### config.mk
export PLATFORM = sky130hd
export DESIGN_NAME = alu_issue_ctrl
export DESIGN_NICKNAME = d
export VERILOG_FILES = /design/src/rtl/alu_pkg.sv /design/src/rtl/exec_lat_counter.sv /design/src/rtl/alu_issue_ctrl.sv
export SDC_FILE = /design/constraint.sdc
export NUM_CORES = 1
export LEC_CHECK = 0
export ABC_AREA = 1
export BUFFER_PORTS_ARGS = -buffer_cell sky130_fd_sc_hd__buf_4
export CORE_ASPECT_RATIO = 1.2
export CORE_MARGIN = 3
export CORE_UTILIZATION = 25
export DETAILED_ROUTE_END_ITERATION = 7
export GPL_TIMING_DRIVEN = 0
export SLEW_MARGIN = 25
export SYNTH_ARGS = -nofsm -noshare
export SYNTH_HDL_FRONTEND = slang
export SYNTH_SLANG_ARGS = --single-unit
### constraint.sdc
create_clock -name clk -period 3.5 [get_ports clk]
set_input_delay 0.7 -clock clk [delete_from_list [all_inputs] [get_ports clk]]
set_output_delay 0.7 -clock clk [all_outputs]
set_load 0.01 [all_outputs]
### src/rtl/alu_pkg.sv
// Shared opcode encodings, sequencer states and unit-latency lookup for the
// execute-stage issue controller.
package alu_pkg;

  localparam int NUM_UNITS = 7;

  localparam logic [3:0] OP_ADD = 4'd0;
  localparam logic [3:0] OP_SUB = 4'd1;
  localparam logic [3:0] OP_MUL = 4'd2;
  localparam logic [3:0] OP_DIV = 4'd3;
  localparam logic [3:0] OP_AND = 4'd4;
  localparam logic [3:0] OP_OR  = 4'd5;
  localparam logic [3:0] OP_XOR = 4'd6;

  typedef enum logic [1:0] {
    IDLE = 2'd0,
    READ = 2'd1,
    EXEC = 2'd2,
    WB   = 2'd3
  } state_t;

  // Execute latency in cycles; single-cycle for everything except MUL/DIV.
  function automatic int lat_of(input int op, input int mul_lat, input int div_lat);
    if (op == int'(OP_MUL)) return mul_lat;
    if (op == int'(OP_DIV)) return div_lat;
    return 1;
  endfunction

endpackage

### src/rtl/exec_lat_counter.sv
// Down-counter that times the execute phase: loaded with latency-1, flags zero
// in the cycle the selected unit's result is valid.
module exec_lat_counter #(
  parameter int W = 3
) (
  input  logic         clk,
  input  logic         rst,
  input  logic         load,
  input  logic [W-1:0] load_val,
  output logic         zero
);

  logic [W-1:0] count_reg;

  always_ff @(posedge clk or posedge rst) begin
    if (rst) begin
      count_reg <= '0;
    end else if (load) begin
      count_reg <= load_val;
    end else if (count_reg != '0) begin
      count_reg <= count_reg - 1'b1;
    end
  end

  assign zero = (count_reg == '0);

endmodule

### src/rtl/alu_issue_ctrl.sv
// Execute-stage sequencer: accepts one instruction, reads its operands, drives
// exactly one functional unit for its fixed latency, then writes back once.
module alu_issue_ctrl
  import alu_pkg::*;
#(
  parameter int N        = 16,
  parameter int SEL_LINE = 4,
  parameter int RA       = 3,
  parameter int MUL_LAT  = 3,
  parameter int DIV_LAT  = 8
) (
  input  logic                 clk,
  input  logic                 rst,
  input  logic                 instr_valid,
  output logic                 instr_ready,
  input  logic [SEL_LINE-1:0]  opcode,
  input  logic [RA-1:0]        rs1_addr,
  input  logic [RA-1:0]        rs2_addr,
  input  logic [RA-1:0]        rd_addr,
  output logic [RA-1:0]        rf_raddr1,
  output logic [RA-1:0]        rf_raddr2,
  input  logic [N-1:0]         rf_rdata1,
  input  logic [N-1:0]         rf_rdata2,
  output logic [NUM_UNITS-1:0] unit_sel,
  output logic [N-1:0]         op_a,
  output logic [N-1:0]         op_b,
  output logic                 op_start,
  input  logic [N-1:0]         alu_result,
  output logic                 wb_en,
  output logic [RA-1:0]        wb_addr,
  output logic [N-1:0]         wb_data,
  output logic                 busy,
  output logic                 illegal_op,
  output logic                 div_by_zero
);

  localparam int MAX_LAT = (MUL_LAT > DIV_LAT) ? MUL_LAT : DIV_LAT;
  localparam int CW      = (MAX_LAT > 1) ? $clog2(MAX_LAT) : 1;

  state_t                 state_reg, state_next;
  logic [SEL_LINE-1:0]    opcode_reg;
  logic [RA-1:0]          rd_reg, raddr1_reg, raddr2_reg;
  logic                   accept, legal_in, legal_reg, div_zero;
  logic                   cnt_load, cnt_zero;
  logic [CW-1:0]          cnt_val;
  logic [NUM_UNITS-1:0]   unit_dec;

  assign instr_ready = (state_reg == IDLE);
  assign busy        = ~instr_ready;
  assign accept      = instr_valid & instr_ready;
  assign legal_in    = (opcode < SEL_LINE'(NUM_UNITS));
  assign legal_reg   = (opcode_reg < SEL_LINE'(NUM_UNITS));
  assign div_zero    = (opcode_reg == SEL_LINE'(OP_DIV)) && (rf_rdata2 == '0);

  // The register file reads synchronously, so the address must be on the port
  // during the accept cycle itself; afterwards it holds the latched index.
  assign rf_raddr1 = accept ? rs1_addr : raddr1_reg;
  assign rf_raddr2 = accept ? rs2_addr : raddr2_reg;

  generate
    for (genvar gi = 0; gi < NUM_UNITS; gi++) begin : g_unit_dec
      assign unit_dec[gi] = (opcode_reg == SEL_LINE'(gi));
    end
  endgenerate

  assign cnt_load = (state_reg == READ);
  assign cnt_val  = CW'(lat_of(int'(opcode_reg), MUL_LAT, DIV_LAT) - 1);

  exec_lat_counter #(
    .W(CW)
  ) u_lat_cnt (
    .clk     (clk),
    .rst     (rst),
    .load    (cnt_load),
    .load_val(cnt_val),
    .zero    (cnt_zero)
  );

  always_ff @(posedge clk or posedge rst) begin
    if (rst) begin
      state_reg <= IDLE;
    end else begin
      state_reg <= state_next;
    end
  end

  always_comb begin
    state_next = state_reg;
    case (state_reg)
      IDLE: if (accept) state_next = READ;
      READ: begin
        if (!legal_reg)    state_next = IDLE;
        else if (div_zero) state_next = WB;
        else               state_next = EXEC;
      end
      EXEC: if (cnt_zero) state_next = WB;
      WB:   state_next = IDLE;
      default: state_next = IDLE;
    endcase
  end

  always_ff @(posedge clk or posedge rst) begin
    if (rst) begin
      opcode_reg  <= '0;
      rd_reg      <= '0;
      raddr1_reg  <= '0;
      raddr2_reg  <= '0;
      unit_sel    <= '0;
      op_a        <= '0;
      op_b        <= '0;
      op_start    <= 1'b0;
      wb_en       <= 1'b0;
      wb_addr     <= '0;
      wb_data     <= '0;
      illegal_op  <= 1'b0;
      div_by_zero <= 1'b0;
    end else begin
      op_start    <= 1'b0;
      wb_en       <= 1'b0;
      illegal_op  <= 1'b0;
      div_by_zero <= 1'b0;
      if (accept) begin
        opcode_reg <= opcode;
        rd_reg     <= rd_addr;
        raddr1_reg <= rs1_addr;
        raddr2_reg <= rs2_addr;
        // Flagged during READ so the rejection is visible one cycle after accept.
        illegal_op <= ~legal_in;
      end
      case (state_reg)
        READ: begin
          if (legal_reg) begin
            op_a <= rf_rdata1;
            op_b <= rf_rdata2;
            if (div_zero) begin
              wb_en       <= 1'b1;
              wb_addr     <= rd_reg;
              wb_data     <= '1;
              div_by_zero <= 1'b1;
            end else begin
              unit_sel <= unit_dec;
              op_start <= 1'b1;
            end
          end
        end
        EXEC: begin
          if (cnt_zero) begin
            wb_en    <= 1'b1;
            wb_addr  <= rd_reg;
            wb_data  <= alu_result;
            unit_sel <= '0;
          end
        end
        default: ;
      endcase
    end
  end

endmodule
Yosys cells after proc, flatten, opt, wreduce, memory -nomap -nowiden
Index checks and enable logic that the tools add are counted.
{"block": "totals", "register_bits": 80, "input_bits": 64, "output_inout_bits": 70}
{"block": "op_classes", "n_bitwise": 3, "n_addsub": 2, "n_eq_ne": 16, "order_cmp": 2, "n_reduce_logical": 12, "mux": 37}
{"operator": "$mux W16", "n": 3}
{"operator": "$pmux W16 S2", "n": 1}
{"operator": "$mux W3", "n": 9}
{"operator": "$mux W7", "n": 3}
{"operator": "$eq A4 B3 Y1 const B", "n": 5}
{"operator": "$logic_not A16 Y1", "n": 1}
{"operator": "$pmux W7 S2", "n": 1}
{"operator": "$mux W1", "n": 12}
{"operator": "$mux W2", "n": 5}
{"operator": "$eq A4 B2 Y1 const B", "n": 2}
{"operator": "$lt A4 B3 Y1 const B", "n": 2}
{"operator": "$ne A2 B2 Y1 const B", "n": 4}
{"operator": "$pmux W2 S4", "n": 1}
{"operator": "$reduce_and A4 Y1", "n": 2}
{"operator": "$pmux W3 S2", "n": 1}
{"operator": "$eq A2 B2 Y1 const B", "n": 2}
{"operator": "$eq A4 B1 Y1 const B", "n": 1}
{"operator": "$logic_not A4 Y1", "n": 1}
{"operator": "$reduce_and A2 Y1", "n": 2}
{"operator": "$reduce_bool A2 Y1", "n": 2}
{"operator": "$logic_not A3 Y1", "n": 1}
{"operator": "$reduce_bool A3 Y1", "n": 1}
{"operator": "$sub A3 B1 Y3 const B", "n": 1}
{"operator": "$sub A3 B2 Y3 const B", "n": 1}
{"operator": "other kinds (7)", "n": 8}

Longest topological paths before layout
Gate-level depths: netlist of run 1.
{"block": "depth", "depth_word": 7, "ltp_mapped": 10, "depth_no_buf": 9}

Hierarchy
From an unflattened synthesis of run 1, not the netlist that was laid out.
{"block": "unflattened", "hier_cells": 356, "hier_area_um2": 3502.1}
{"module": "alu_issue_ctrl", "n_inst": 1, "cells_per_inst": 323, "seq_area_each_um2": 1926.8, "area_per_inst_um2": 3290.7}
{"module": "exec_lat_counter", "n_inst": 1, "cells_per_inst": 33, "seq_area_each_um2": 75.1, "area_per_inst_um2": 211.5}

Least setup slack after synthesis of run 1
No wires, ideal clock.
{"block": "synth_timing", "kind": "register to output", "from": "reg state_reg[0]", "to": "out rf_raddr1[0]", "path_stages_with_launch": 8, "path_buffers": 1, "arrival_ps": 1374, "setup_slack_ps": 1426, "path_cell_list": "dfrtp_1 > inv_1 > ha_1 > nand2_1 > inv_1 > clkbuf_1 > nand2_1 > nand2_1"}
{"block": "synth_between", "elab_chain_len": 3}
{"item": "start, declared", "line": "alu_issue_ctrl.sv:40", "text": "state_t state_reg, state_next;"}
{"item": "start signal, assigned", "line": "alu_issue_ctrl.sv:83", "text": "state_reg <= state_next;"}
{"item": "$logic_not A2 Y1", "line": "alu_issue_ctrl.sv:48", "text": "assign instr_ready = (state_reg == IDLE);"}
{"item": "net instr_ready", "line": "alu_issue_ctrl.sv:15", "text": "output logic instr_ready,"}
{"item": "$and A1 B1 Y1", "line": "alu_issue_ctrl.sv:50", "text": "assign accept = instr_valid & instr_ready;"}
{"item": "$mux W3"}
{"item": "end, declared", "line": "alu_issue_ctrl.sv:20", "text": "output logic [RA-1:0] rf_raddr1,"}
The timed path passes the listed nets, and every way through them passes these cells.

Worst setup path after layout of run 1
{"block": "layout_timing", "from": "reg state_reg[0]", "to": "out rf_raddr2[0]"}
{"block": "layout_between", "elab_chain_len": 3}
{"item": "$logic_not A2 Y1", "line": "alu_issue_ctrl.sv:48"}
{"item": "$and A1 B1 Y1", "line": "alu_issue_ctrl.sv:50"}
{"item": "$mux W3"}
{"item": "end, declared", "line": "alu_issue_ctrl.sv:21", "text": "output logic [RA-1:0] rf_raddr2,"}
No other way between the ends.

==> results.sh, run 1 <==
export IMPL_groute_usage_overall=0.128
export IMPL_total_power_uw=4770
export IMPL_clkSinkCount=80
export IMPL_clockBufferDepth=2
export IMPL_end_kind="output port"
export IMPL_ys_ff_latch=80
export IMPL_ys_types=23
export IMPL_rows=46
export IMPL_root_buffer="clkbuf_16"
export IMPL_postSynthCellCount=415
export IMPL_multiInputGateArea_sq_um=1290
export IMPL_comb_power_share=0.466
export IMPL_vias=3129
export IMPL_yosys_warnings=0
export IMPL_drt_iter0_drc=148
export IMPL_grt_setup_unrepaired="false"
export IMPL_path_class="flop to output port"
export IMPL_viasPerCell=4.27
export IMPL_maxCapViolations=0
export IMPL_cts_setup_buffers=0
export IMPL_cp_common_cell="nand2_1"
export IMPL_worstPathMaxFanout=10
export IMPL_gp_congestion=0.800
export IMPL_ctsHoldBuffers=0
export IMPL_rrSetupSlack_ns=1.49
export IMPL_period_share=0.783
export IMPL_cp_data_required_time_ns=2.80
export IMPL_design_die_area_sq_um=15400
export IMPL_ys_flop_type="dfrtp_1"
export IMPL_power_clock_fraction=0.193
export IMPL_synth_nets=484
export IMPL_syn_area_sq_um=3490
export IMPL_worstPathArrival_ns=2.04
export IMPL_p_int_uw=2920
export IMPL_report_final_slew_viol_count=0
export IMPL_crit_family="buffers and inverters"
export IMPL_portBuffers=133
export IMPL_switching_power_uw=1850
export IMPL_power_density_nw_per_um2=951
export IMPL_start_util=0.260
export IMPL_timing_critical_path_buf_inv=3
export IMPL_core_area_sq_um=13400
export IMPL_async_reset_ff_frac=1.00
export IMPL_r2r_end="wb_data[1]"
export IMPL_synth_edf_count=0
export IMPL_dr_pass1_iters=4
export IMPL_setup_violations=0
export IMPL_finalWirelength_mm=9.57
export IMPL_whs_ns=0.388
export IMPL_drc_errors=0
export IMPL_synth_top_cells_by_area="dfrtp_1 (57%), nand2_1 (21%), nand3_1 (4.3%)"
export IMPL_synth_seq_area_share=0.574
export IMPL_max_slew_worst_pin_slew_ns=0.483
export IMPL_grt_overflow=0
export IMPL_synth_most_common_cell="nand2_1"
export IMPL_status="complete, no violations"
export IMPL_wire_per_inst_microns=13.1
export IMPL_antenna_left=0
export IMPL_diodes=0
export IMPL_grt_pass1_wl_mm=15.9
export IMPL_ff_latch_area_sq_um=2000
export IMPL_reg_top3="op_a x16, op_b x16, wb_data x16"
export IMPL_clock_fmax_mhz=365
export IMPL_cts_tree="built"
export IMPL_hold_violations=0
export IMPL_synthToLayoutAreaGrowth_pct=43.8
export IMPL_hp_class="primary input to async pin"
export IMPL_numCtsBuffers=9
export IMPL_htree_num_levels=3
export IMPL_hpwl_mm=7.38
export IMPL_skew_ns=0.00750
export IMPL_grt_max_degree=49
export IMPL_fillCellCount=1388
export IMPL_setup_ws_ns=0.759
export IMPL_yosysTopAreaCell="dfrtp_1"
export IMPL_clkSlewWorstSetupHoldPaths_ns=0.06
export IMPL_totalNegativeSetupSlack_ns=0
export IMPL_synth_top_area_share=0.574
export IMPL_synth_common_cells="nand2_1 (199), dfrtp_1 (80), nand3_1 (30), inv_1 (23), nor2_1 (20)"
export IMPL_die_w_microns=114
export IMPL_reg2reg_depth=10
export IMPL_critPathLaunchType="flop"
export IMPL_boundaryPins=134
export IMPL_antenna_found_initial=0
export IMPL_place_ws_ns=1.03
export IMPL_peakVddDrop_v=0.000322
export IMPL_nets=629
export IMPL_die_h_microns=135
export IMPL_slowest_stage="dfrtp_1"
export IMPL_max_slew_margin=0.678
export IMPL_p_sw_frac=0.388
export IMPL_worst_path_largest_cell_delay_ns=0.42
export IMPL_synth_area_per_cell_sq_um=8.41
export IMPL_period_needed_ns=2.74
export IMPL_pwr_share_seq=0.341
export IMPL_clkLatencyLatePin_ns=0.33
export IMPL_cellLeakagePower_uw=0.00274
export IMPL_ctsResizeCount=0
export IMPL_crit_chain="inv_1, ha_1, nand2_1, clkbuf_1, nand2_1, nand2_1, buf_4"
export IMPL_grt_pass1_vias=3215
export IMPL_drive_above_1_share=0.324
[cell usage in the layout (no fill, tap or decap), drive strengths merged]
cell type / n
xor2: 1
o311ai: 1
nand4: 2
nand2: 201
buf: 146
or2: 16
inv: 25
a21oi: 1
nand3: 30
o32ai: 1
clkbuf: 17
ha: 5
o21ai: 11
dfrtp: 80
o22ai: 1
bufinv: 1
nor2: 22
a21boi: 1
clkinv: 1
clkinvlp: 1
[cells by family (layout without fill, tap and decap cells)]
| family | Yosys count | in the layout | share of synthesized area |
|---|---|---|---|
| buffers and inverters | 42 | 191 | 0.0563 |
| adder cells (fa/ha/maj) | 5 | 5 | 0.0179 |
| flip-flops | 80 | 80 | 0.574 |
| AO/OA/AOI/OAI | 16 | 16 | 0.0301 |
| AND/OR/NAND/NOR | 271 | 271 | 0.319 |
| XOR/XNOR | 1 | 1 | 0.00251 |
[power by group through the flow]
stage	logic (uW)	registers, uW	clock network (uW)
global route	2510	1680	996
finish	2220	1630	920
global placement	2200	1630	0
detailed placement	2270	1640	0
CTS	2280	1630	955
floorplan	1110	1760	0
[stage by stage]
stage / instances / util / instance area, sq um
floorplan: 415 / - / 3490
global placement: 716 / 0.350 / 4700
detailed placement: 717 / 0.353 / 4730
CTS: 732 / 0.374 / 5020
global route: 732 / 0.374 / 5020
finish: 732 / 0.374 / 5020
[area by class of cell]
cell class	instances	area share
Clock inverter	3	0.00848
Tap cell	168	0.0419
Sequential cell	80	0.399
Clock buffer	12	0.0491
Buffer	17	0.0204
Timing Repair Buffer	134	0.204
Multi-Input combinational cell	293	0.257
Inverter	25	0.0192
[per-layer routing]
| metal | up-vias | global-route usage | share of wire |
|---|---|---|---|
| met3 | 12 | 0.0273 | 0.059 |
| met2 | 91 | 0.212 | 0.49 |
| met1 | 1465 | 0.163 | 0.44 |
| li1 | 1561 | - | - |
| met4 | 0 | 0.0469 | 0.018 |
| met5 | - | 0 | 0 |
[how the worst max path moves through the flow]
stage / startpoint / to / cells after the start / slack, ns
after floorplan: rst / async pin / 1 / 0.75
after detailed placement: instr_valid / rf_raddr2[0] / 6 / 1.03
final: state_reg[0] / rf_raddr2[0] / 7 / 0.76
after global routing: state_reg[0] / rf_raddr1[1] / 8 / 0.58
after CTS: state_reg[0] / rf_raddr2[0] / 8 / 0.69
after global placement: rst / raddr2_reg[2] / 2 / -0.35
No activity file was read; power rests on OpenSTA's default activity.
==> inputs of run 2 (changes only) <==
--- a/config.mk
+++ b/config.mk
@@ -5,7 +5,7 @@
 export SDC_FILE = /design/constraint.sdc
 export NUM_CORES = 1
 export LEC_CHECK = 0
-export ABC_AREA = 1
+export ABC_AREA = 0
 export BUFFER_PORTS_ARGS = -buffer_cell sky130_fd_sc_hd__buf_4
 export CORE_ASPECT_RATIO = 1.2
 export CORE_MARGIN = 3
==> constraint.sdc (replaced) <==
create_clock -name clk -period 2.66 [get_ports clk]
set_input_delay 0.532 -clock clk [delete_from_list [all_inputs] [get_ports clk]]
set_output_delay 0.532 -clock clk [all_outputs]
set_load 0.01 [all_outputs]
==> run 2 against run 1 <==
  * Cell area is 0.75% lower
  * First-iteration DRC count is 8.8% lower
  * Sequential share of layout area is 0.30 points higher
  * Global-route usage is 1.4 points lower
  * Die area is 1.1% lower
  * Register-to-register slack worse by 1.1 ns
  * Critical endpoint is now rf_raddr2[2]
  * Highest routed layer unchanged
==> results.sh, run 2 <==
export IMPL_total_power_uw=5870
export IMPL_boundaryPins=134
export IMPL_drc_errors=0
export IMPL_clock_fmax_mhz=409
export IMPL_synth_top_area_share=0.580
export IMPL_ys_types=38
export IMPL_skew_ns=0.00756
export IMPL_synth_nets=312
export IMPL_status="complete, no violations"
export IMPL_portBuffers=133
export IMPL_peakVddDrop_v=0.000410
export IMPL_nets=456
export IMPL_worstPathMaxFanout=14
export IMPL_report_final_slew_viol_count=0
export IMPL_mostFrequentLayoutCell="buf_4"
export IMPL_cts_tree="built"
export IMPL_reg_top3="op_a x16, op_b x16, wb_data x16"
export IMPL_reg2reg_depth=8
export IMPL_viasPerCell=4.43
export IMPL_max_slew_margin=0.651
export IMPL_critPathLaunchType="flop"
export IMPL_grt_overflow=0
export IMPL_ys_flop_type="dfrtp_1"
export IMPL_synth_top_cells_by_area="dfrtp_1 (58%), mux2_2 (18%), mux2_4 (4.4%)"
export IMPL_period_share=0.920
export IMPL_rows=46
export IMPL_clkSinkCount=80
export IMPL_root_buffer="clkbuf_16"
export IMPL_synthToLayoutAreaGrowth_pct=44.4
export IMPL_antenna_left=0
export IMPL_design_die_area_sq_um=15200
export IMPL_grt_max_degree=45
export IMPL_maxCapViolations=0
export IMPL_syn_area_sq_um=3450
export IMPL_dpl_cell_count=545
export IMPL_yosysTopAreaCell="dfrtp_1"
export IMPL_path_class="flop to output port"
export IMPL_final_area_sq_um=4980
export IMPL_synth_most_common_cell="dfrtp_1"
export IMPL_power_density_nw_per_um2=1180
export IMPL_clkLatencyLatePin_ns=0.33
export IMPL_grt_pass1_wl_mm=13.7
export IMPL_rrSetupSlack_ns=0.37
export IMPL_setup_violations=0
export IMPL_start_util=0.258
export IMPL_hpwl_mm=6.44
export IMPL_numCtsBuffers=9
export IMPL_final_cell_mix="buf_4 (133), dfrtp_1 (80), mux2_2 (55)"
export IMPL_async_reset_ff_frac=1.00
export IMPL_end_kind="output port"
export IMPL_drt_iter0_drc=135
export IMPL_wire_per_inst_microns=15.2
export IMPL_hold_violations=0
export IMPL_max_slew_worst_pin_slew_ns=0.524
export IMPL_dr_pass1_iters=4
export IMPL_cts_setup_buffers=0
export IMPL_grt_pass1_vias=2624
export IMPL_final_cell_count_no_fill=560
export IMPL_die_h_microns=135
export IMPL_clockBufferDepth=2
export IMPL_place_area_sq_um=4690
export IMPL_grt_setup_unrepaired="false"
export IMPL_worstPathArrival_ns=1.92
export IMPL_diodes=0
export IMPL_vias=2482
export IMPL_finalWirelength_mm=8.52
export IMPL_synth_seq_area_share=0.580
export IMPL_yosys_warnings=0
export IMPL_gp_congestion=0.724
export IMPL_core_area_sq_um=13400
export IMPL_cellLeakagePower_uw=0.00228
export IMPL_htree_num_levels=3
export IMPL_cp_data_required_time_ns=2.13
export IMPL_synth_edf_count=0
export IMPL_synth_area_per_cell_sq_um=14.2
export IMPL_postSynthCellCount=243
export IMPL_synth_common_cells="dfrtp_1 (80), mux2_2 (55), nand2b_1 (20), mux2_4 (10), inv_1 (8)"
export IMPL_r2r_end="wb_data[4]"
export IMPL_totalNegativeSetupSlack_ns=0
export IMPL_period_needed_ns=2.45
export IMPL_groute_usage_overall=0.113
export IMPL_drive_above_1_share=0.592
export IMPL_antenna_found_initial=0
export IMPL_clkSlewWorstSetupHoldPaths_ns=0.06
export IMPL_ys_ff_latch=80
export IMPL_die_w_microns=113
export IMPL_hp_class="primary input to async pin"
## run 2: changes by cell type in the layout (fill, tap and decap cells not counted), sizes merged, moves of 4 or more
cell and change:
nor4 +4, o21ai -7, nand2 -198, mux2 +65, buf -6, inv -16
nand3 -28, nand2b +20, nor2 -15, a32o +6, or2 -16
## run 2: through the flow
stage               utilization  hold WS, ns  setup WS, ns
CTS                       0.373        0.244         0.163
detailed placement        0.351        0.483        0.0882
global placement          0.349        0.480        -0.990
global route              0.373        0.267        0.0646
floorplan                     -        0.476        0.0763
finish                    0.373        0.238         0.212
## run 2: final cells by class
type,instances,area (sq um)
flip-flops and latches,80,2000
well taps,168,210
fillers,1320,8370
plain buffers,9,47.5
clock inverters,4,26.3
multi-input cells,145,1370
clock buffers,12,267
repair buffers,134,1030
inverters,8,32.5
## run 2: cells by family (layout without fill, tap and decap cells)
| logic type | Yosys count | count (layout) | share of synthesized area |
|---|---|---|---|
| buffers and inverters | 18 | 167 | 0.0236 |
| DFF | 80 | 80 | 0.580 |
| xor gates and xnor gates | 1 | 1 | 0.00254 |
| AOI/OAI and AO/OA | 23 | 23 | 0.0595 |
| muxes | 66 | 66 | 0.226 |
| and+or+nand+nor | 50 | 50 | 0.0900 |
| adders and majority gates | 5 | 5 | 0.0181 |
## run 2: repair_timing
action,in CTS,in global routing
gates resized for setup,1,0
endpoints found under the setup margin,6,0
hold buffers,0,0
## run 2: layer usage
layer	up-vias	part of all wire	track usage
met1	1234	0.41	0.135
met5	-	0	0
met2	81	0.52	0.194
li1	1160	-	-
met4	0	0.010	0.0361
met3	7	0.063	0.0363
## run 2: how the worst max path moves through the flow
stage                       from           end  slack, ns  cells past startpoint
finish              state_reg[0]  rf_raddr2[2]       0.21                      5
global route        state_reg[0]  rf_raddr2[2]       0.06                      5
CTS                 state_reg[0]  rf_raddr2[2]       0.16                      5
detailed placement  state_reg[0]  rf_raddr2[2]       0.09                      6
global placement             rst   wb_data[12]      -0.99                      2
floorplan                    rst     async pin       0.08                      1
## run 2: power by group
part	total [uW]	leakage, uW	switching (uW)	internal (uW)
clock	1200	0.000145	489	709
combinational	2570	0.00120	1120	1450
sequential	2100	0.000938	326	1780
## run 2: critical path: stages, from the launching register on
cell and delay (ns):
dfrtp_1 0.39, inv_1 0.10, ha_1 0.26, nand2_2 0.30, mux2_2 0.40, buf_4 0.15
